===== config.mk =====
export PLATFORM = sky130hd
export DESIGN_NAME = shiftreg_s2p
export DESIGN_NICKNAME = d
export VERILOG_FILES = /design/src/rtl/shiftreg_pkg.sv /design/src/rtl/s2p_bitcnt.sv /design/src/rtl/shiftreg_s2p.sv
export SDC_FILE = /design/constraint.sdc
export NUM_CORES = 1
export LEC_CHECK = 0
export BUFFER_PORTS_ARGS = -buffer_cell sky130_fd_sc_hd__buf_4
export CORE_ASPECT_RATIO = 1.4
export CORE_UTILIZATION = 30
export DETAILED_ROUTE_END_ITERATION = 12
export HOLD_SLACK_MARGIN = 0.06
export SLEW_MARGIN = 25
export SYNTH_ARGS = -nofsm -noshare
export SYNTH_HDL_FRONTEND = slang
export SYNTH_HIERARCHICAL = 1
export SYNTH_SLANG_ARGS = --single-unit

===== constraint.sdc =====
create_clock -name clk -period 3.62 [get_ports clk]
set_input_delay 0.362 -clock clk [delete_from_list [all_inputs] [get_ports clk]]
set_output_delay 0.362 -clock clk [all_outputs]
set_load 0.005 [all_outputs]

===== src/rtl/shiftreg_pkg.sv =====
// Shared definitions for the shiftreg serial link (s2p receiver, p2s transmitter).
package shiftreg_pkg;

    localparam int unsigned WORD_W = 8;

    typedef enum logic {BUF_EMPTY, BUF_FULL} buf_state_t;

endpackage


===== src/rtl/s2p_bitcnt.sv =====
// Modulo-N bit counter with sync clear; wrap flags the bit that completes a word.
module s2p_bitcnt #(
    parameter int unsigned N = 8
) (
    input  logic                 clk,
    input  logic                 rst,
    input  logic                 en,
    input  logic                 sync,
    output logic [$clog2(N)-1:0] cnt,
    output logic                 wrap
);

    localparam int unsigned   CW   = $clog2(N);
    localparam logic [CW-1:0] LAST = CW'(N - 1);

    logic [CW-1:0] base;
    logic [CW-1:0] cnt_next;

    // sync restarts counting before the current bit is counted
    always_comb begin
        base     = sync ? '0 : cnt;
        wrap     = en && (base == LAST);
        cnt_next = base;
        if (en) begin
            cnt_next = wrap ? '0 : base + 1'b1;
        end
    end

    always_ff @(posedge clk or posedge rst) begin
        if (rst) begin
            cnt <= '0;
        end else begin
            cnt <= cnt_next;
        end
    end

endmodule


===== src/rtl/shiftreg_s2p.sv =====
// Serial-to-parallel deserializer with sync alignment, one-word output buffer
// and a sticky overrun flag.
module shiftreg_s2p
    import shiftreg_pkg::*;
#(
    parameter int unsigned N         = WORD_W,
    parameter bit          MSB_FIRST = 1'b1
) (
    input  logic                 clk,
    input  logic                 rst,
    input  logic                 sin,
    input  logic                 sin_en,
    input  logic                 sync,
    output logic [N-1:0]         pout,
    output logic                 pout_valid,
    input  logic                 pout_ready,
    output logic                 overrun,
    input  logic                 ovr_clr,
    output logic [$clog2(N)-1:0] bit_cnt
);

    logic [N-1:0] shreg;
    logic [N-1:0] shreg_base;
    logic [N-1:0] shreg_next;
    logic         done;
    logic         load;
    logic         drop;
    buf_state_t   state;
    buf_state_t   state_next;

    s2p_bitcnt #(.N(N)) u_bitcnt (
        .clk  (clk),
        .rst  (rst),
        .en   (sin_en),
        .sync (sync),
        .cnt  (bit_cnt),
        .wrap (done)
    );

    always_comb begin
        shreg_base = sync ? '0 : shreg;
        shreg_next = shreg;
        if (sin_en) begin
            if (MSB_FIRST) begin
                shreg_next = {shreg_base[N-2:0], sin};
            end else begin
                shreg_next = {sin, shreg_base[N-1:1]};
            end
        end
    end

    // a completing word is loaded unless the buffer is full and not being drained
    always_comb begin
        state_next = state;
        load       = 1'b0;
        drop       = 1'b0;
        unique case (state)
            BUF_EMPTY: begin
                if (done) begin
                    state_next = BUF_FULL;
                    load       = 1'b1;
                end
            end
            BUF_FULL: begin
                if (pout_ready) begin
                    if (done) begin
                        load = 1'b1;
                    end else begin
                        state_next = BUF_EMPTY;
                    end
                end else if (done) begin
                    drop = 1'b1;
                end
            end
            default: state_next = BUF_EMPTY;
        endcase
    end

    assign pout_valid = (state == BUF_FULL);

    always_ff @(posedge clk or posedge rst) begin
        if (rst) begin
            state   <= BUF_EMPTY;
            shreg   <= '0;
            pout    <= '0;
            overrun <= 1'b0;
        end else begin
            state <= state_next;
            shreg <= shreg_next;
            if (load) begin
                pout <= shreg_next;
            end
            if (drop) begin
                overrun <= 1'b1;
            end else if (ovr_clr) begin
                overrun <= 1'b0;
            end
        end
    end

endmodule


==> run metrics, run 1 <==
unrepaired setup endpoints after global routing=false; largest family of logic cells by synthesized area=simple AND/OR/NAND/NOR gates; max-cap violations=0; CP Capture Type=flop; RD Place Congestion=0.779; Worst-path clk slew=0.07 ns; Max-slew headroom=54.0%; post-cts sizing count=0; DRC violations left=0; clock network power share=34.1%; Initial Utilization=31.6%; drt total wl=1670 µm; worst-margin pin slew=just under 0.7 ns; vias in the first global route=641; Yosys cell types=20; Pins Over Slew Limit=0; Critical-path top delay cell=dfrtp_1; maximum clock path buffer count=2; sequential area share after synthesis=57.8%; post-synthesis compound-gate area fraction=9.63%; sequential share of power=between 50 and 60%; HPWL after detailed placement=1280 µm; Max FO, Critical Path=8; cell internal pwr=0.000343 W; Syn Area/Cell=11.7 µm²; outcome=complete, no violations; CTS sink count=21; Gate power share=9.3%; Core Rows=23; NetSw=0.0000952 W; first-pass GRT wire length=around 2700 µm; cell taking the most area after synthesis=dfrtp_1; die area=3260 µm²; crit-path max cell delay=0.35 ns; #FFs+latches synth=21; filler cell count=297; CTS Root Cell=clkbuf_8; Congestion Overflow GR=0; nets=110; switching share of power=between 20% and 30%; Area Growth Syn to Fin=25.0%; f_max=between 500 and 600 MHz; Buffers on Ports=19; Iteration-0 DRC Markers=15; Synth Area in XOR/XNOR=less than 1%; Mapped Cells=78; LEAKAGE=0.579 nW; synth warn=6; Tot Pwr=0.000438 W; WS Path Type=reg2reg; final worst path period need=1.82 ns; via count=roughly 600; Setup violations, final=0; simple-gate share of the synthesized area=roughly 16%; startpoint types=flop; Final period util=50.2%; adder-cell share of the synthesized area=2.75%; Routed Antenna Nets=0; power density cells=roughly 380 nW/µm²; H-Tree Level Count=1; TritonCTS buffer count=3; Worst Skew=0.00208 ns; Hold Path Class=in2reg; syn_nets=87; I/O pins=20; cells along the critical path=nor2b_2 -> ha_1 -> ha_1 -> and2_1 -> and2_4 -> mux2_4; largest net degree at the start of global routing=19; setup tns final=0 ns; multiplexer area fraction after synthesis=slightly below 8%; CP arrival=~2 ns; Area contributors post-synth=dfrtp_1 58%, mux2_4 6.6%, nand2_1 5.8%; core box area=2880 µm²; Clock Latency Late Sink=0.25 ns; initial antenna violation count=0; worst IR drop on VDD=~230 µV; WP data required=3.76 ns; most used cell, CP=ha_1; Post-CTS Setup Repair Bufs=0; die height=67.2 µm; CTS tree=done; ant diodes=0; per-cell routed wire length=around 12 µm; DIE WIDTH=48.5 µm; GRT Overall Usage=11.2%; drt pass-1 iters=4; layout cells sized above 1=32.0%; Cell Area, Synth=910 µm²; CTS hold repair buffers=1; Yosys top cell area share=57.8%; DR vias/cell=approximately 4.4; Final Hold Fails=0
[registers in the layout, indices dropped and copies added, names as in the netlist]
name	count
u_bitcnt/cnt	3
shreg	8
pout	8
overrun	1
pout_valid	1
[cells in the mapped netlist, drive strengths merged]
master	number
buf	2
o22ai	4
mux2	5
xnor2	1
inv	8
nor2b	3
nand2b	5
a21oi	4
dfrtp	21
nand2	14
ha	2
and2b	1
a31oi	4
and2	2
o2bb2ai	2
[area by class of cell]
class | count | area, µm² | share of cell area (%)
tap | 37 | 46.3 | 4.07
inverter | 8 | 30.0 | 2.64
sequential | 21 | 526 | 46.2
clock buffer | 4 | 45.0 | 3.96
timing repair buffer | 20 | 153 | 13.4
multi-input combinational | 47 | 338 | 29.7
[logic make-up after synthesis]
| family | count (synthesis) |
|---|---|
| XOR/XNOR | 1 |
| buffers and inverters | 10 |
| multiplexers | 5 |
| adder cells (fa/ha/maj) | 2 |
| AO/OA/AOI/OAI | 14 |
| AND/OR/NAND/NOR | 25 |
| flip-flops | 21 |
[power groups by stage]
stage	logic, W	registers [W]	clock network (W)
floorplan	0.0000218	0.000252	0
global placement	0.0000395	0.000252	0
CTS	0.0000418	0.000248	0.000155
global route	0.0000459	0.000249	0.000160
finish	0.0000409	0.000248	0.000149
detailed placement	0.0000410	0.000252	0
[path summary, 6_finish.rpt]
kind	depth (start not counted)	slack, ns	endpoint	from
setup / recovery	6	1.80	pout[4]	u_bitcnt/cnt[1]
hold / removal	2	0.29	overrun	ovr_clr
setup reg to reg	6	1.80	pout[4]	u_bitcnt/cnt[1]
hold reg to reg	2	0.51	shreg[2]	shreg[1]
max in group asynchronous	3	2.40	shreg[6]	rst
min in group asynchronous	3	0.54	u_bitcnt/cnt[2]	rst
[worst max-delay path: cells and delay by family, from the launching register on]
| kind | cells | cell delay, ns |
|---|---|---|
| fa+ha+maj | 2 | 0.37 |
| flops | 1 | 0.35 |
| simple gates | 3 | 0.66 |
| mux | 1 | 0.31 |
[placed cells by master (no fill, tap or decap), types with 2 or more instances in the layout]
cell type and instances:
mux2_4 4, nor2b_2 2, a21oi_1 4, dfrtp_1 21, clkbuf_8 3, o22ai_1 4, nand2b_1 4, buf_4 19
a31oi_1 4, inv_1 8, ha_1 2, o2bb2ai_1 2, nand2_1 14
[per-stage QoR]
stage | utilization, % | hold slack (ns) | cell area (µm²) | setup WS [ns] | cells
after floorplan | - | 0.116 | 910 | 1.85 | 78
after global placement | 37.6 | 0.243 | 1080 | 1.73 | 132
after detailed placement | 37.6 | 0.253 | 1080 | 1.66 | 132
after CTS | 39.5 | 0.287 | 1140 | 1.80 | 137
after global routing | 39.5 | 0.293 | 1140 | 1.72 | 137
final | 39.5 | 0.291 | 1140 | 1.80 | 137
[metal layers]
layer | track usage, % | vias up | part of all wire [%]
li1 | - | 303 | -
met1 | 12.2 | 290 | 44
met2 | 20.4 | 7 | 53
met3 | 2.03 | 2 | 2.2
met4 | 6.62 | 0 | 1.1
met5 | 0 | - | 0
(Power assumes the default switching activity.)
==> run 2, diff against run 1 <==
clock period = 1.9 ns   (was 3.62 ns; I/O delays follow)
==> run 2 against run 1 <==
Sequential share of layout area is 0.10 points lower. Via count is 1.7% higher. Flip-flop and latch count stayed put. Global-route usage is 0.51 points lower. Core utilization is 0.087 points higher.
==> run metrics, run 2 (synthesis results as in run 1) <==
sequential share of power=56.3% (-0.3 points); maximum clock path buffer count=2 (unchanged); outcome=complete, no violations; commonest cells after routing, fill and taps aside=21 x dfrtp_1, 19 x buf_4, 14 x nand2_1, 8 x inv_1; worst-margin pin slew=0.656 ns (-0.0322 ns); die height=67.2 µm (unchanged); Post-CTS Setup Repair Bufs=0 (unchanged); nets=110 (unchanged); layout cells sized above 1=34.0% (+2.0 points); CTS sink count=21 (unchanged); Congestion Overflow GR=0 (unchanged); area of the multi-input gates=339 µm² (+0.37%); Area Growth Syn to Fin=25.3%; final worst path period need=1.79 ns (-0.0317 ns); cell internal pwr=0.000649 W (+90%); CP arrival=1.93 ns (-0.03 ns); max-cap violations=0 (unchanged); Max FO, Critical Path=8 (unchanged); GRT Overall Usage=10.7% (-0.51 points); CP Capture Type=flop; HPWL after detailed placement=1240 µm (-3.1%); drt pass-1 iters=4 (unchanged); per-cell routed wire length=11.8 µm (-3.2%); unrepaired setup endpoints after global routing=false; f_max=560 MHz (+1.8%); Gate power share=9.2% (about the same); Core Rows=23 (unchanged); setup tns final=0 ns (unchanged); reg2reg start=u_bitcnt/cnt[0]; WS Path Type=reg2reg; Worst-path clk slew=0.08 ns (about the same); DRC violations left=0 (unchanged); filler cell count=303 (+2.0%); Hold Path Class=in2reg; DR vias/cell=4.47 (+1.7%); launch point of the worst path=u_bitcnt/cnt[0]; Routed Antenna Nets=0 (unchanged); Pins Over Slew Limit=0 (unchanged); largest registers=pout (8), shreg (8), u_bitcnt/cnt (3); most common cell after layout, fill and taps aside=dfrtp_1; DIE WIDTH=48.5 µm (unchanged); CTS tree=done; Place WS=0.117 ns (-1.54 ns); Initial Utilization=31.6% (unchanged); RD Place Congestion=0.802 (+3.0%); final core occ=39.6% (+0.087 points); Setup violations, final=0 (unchanged); Final period util=94.0% (+44 points); ant diodes=0 (unchanged); hold path start=ovr_clr; first-pass GRT wire length=2550 µm (-6.6%); core box area=2880 µm² (unchanged); CTS Root Cell=clkbuf_8; register area=526 µm² (unchanged); die area=3260 µm² (unchanged); Worst Skew=0.00172 ns (-0.000368 ns); initial antenna violation count=0 (unchanged); Max-slew headroom=56.2% (+2.2 points); vias in the first global route=589 (-8.1%); switching share of power=22.5% (+0.76 points); Final Hold Fails=0 (unchanged); clock network power share=34.5% (+0.4 points); via count=612 (+1.7%); I/O pins=20 (unchanged); Iteration-0 DRC Markers=16 (+1); WP data required=2.05 ns (-1.71 ns); Buffers on Ports=19 (unchanged); NetSw=0.000188 W (+98%); power density cells=735 nW/µm² (+91%); drt total wl=1620 µm (-3.2%); setup ws final=0.114 ns (-1.69 ns); largest net degree at the start of global routing=19 (unchanged); LEAKAGE=0.583 nW (+0.61%); H-Tree Level Count=1 (unchanged); worst IR drop on VDD=354 µV (+56%); Clock Latency Late Sink=0.26 ns (about the same); startpoint types=flop; Tot Pwr=0.000838 W (+91%); TritonCTS buffer count=3 (unchanged)
run 2: changes by cell type in the layout (fill, tap and decap cells not counted):
cell | before | now
and2_1 | 1 | 0
and2_2 | 0 | 1
clkbuf_1 | 1 | 0
clkinv_2 | 0 | 1
run 2: final timing paths:
| kind | endpoint | slack (ns) | cells after the start |
|---|---|---|---|
| max | pout[4] | 0.11 | 6 |
| min | overrun | 0.12 | 2 |
| max reg2reg | pout[4] | 0.11 | 6 |
| min reg2reg | shreg[2] | 0.50 | 2 |
| max in group asynchronous | pout_valid | 0.89 | 3 |
| min in group asynchronous | u_bitcnt/cnt[1] | 0.37 | 3 |
run 2: routing by layer:
metal	part of all wire (%)	track usage (%)	wire (µm)
met5	0	0	0
met4	1.9	6.62	31
met3	2.9	2.03	47
met2	52	18.3	839
met1	43	12.4	698
run 2: critical path, stage by stage (launching register included):
cell and delay [ns]:
dfrtp_1 0.39, nor2b_4 0.14, ha_1 0.20, ha_1 0.23, and2_2 0.24, and2_4 0.19, mux2_4 0.30
run 2: power groups by stage:
stage          logic (W)  registers (W)  clock network (W)
3_5_place_dp   0.0000772       0.000481                  0
3_3_place_gp   0.0000760       0.000480                  0
2_1_floorplan  0.0000415       0.000480                  0
5_1_grt        0.0000868       0.000474           0.000311
6_report       0.0000770       0.000472           0.000289
4_1_cts        0.0000791       0.000472           0.000300
run 2: what timing repair did:
action	4_1_cts	5_1_grt
endpoints found under the setup margin	0	2
hold endpoints to repair	17	0
hold buffers	1	0
resized for setup	0	1
run 2: final cells by class:
class	instances	area share [%]
Inverter	8	2.63
Tap cell	37	4.06
Timing Repair Buffer	20	13.4
Clock buffer	3	3.62
Sequential cell	21	46.1
Clock inverter	1	0.439
Multi-Input combinational cell	47	29.7
run 2: metrics by stage:
step,instance area (µm²),cells,hold WS [ns]
after floorplan,910,78,-0.0564
after global placement,1080,132,0.0783
after detailed placement,1080,132,0.0889
after CTS,1140,137,0.114
after global routing,1140,137,0.125
final,1140,137,0.122
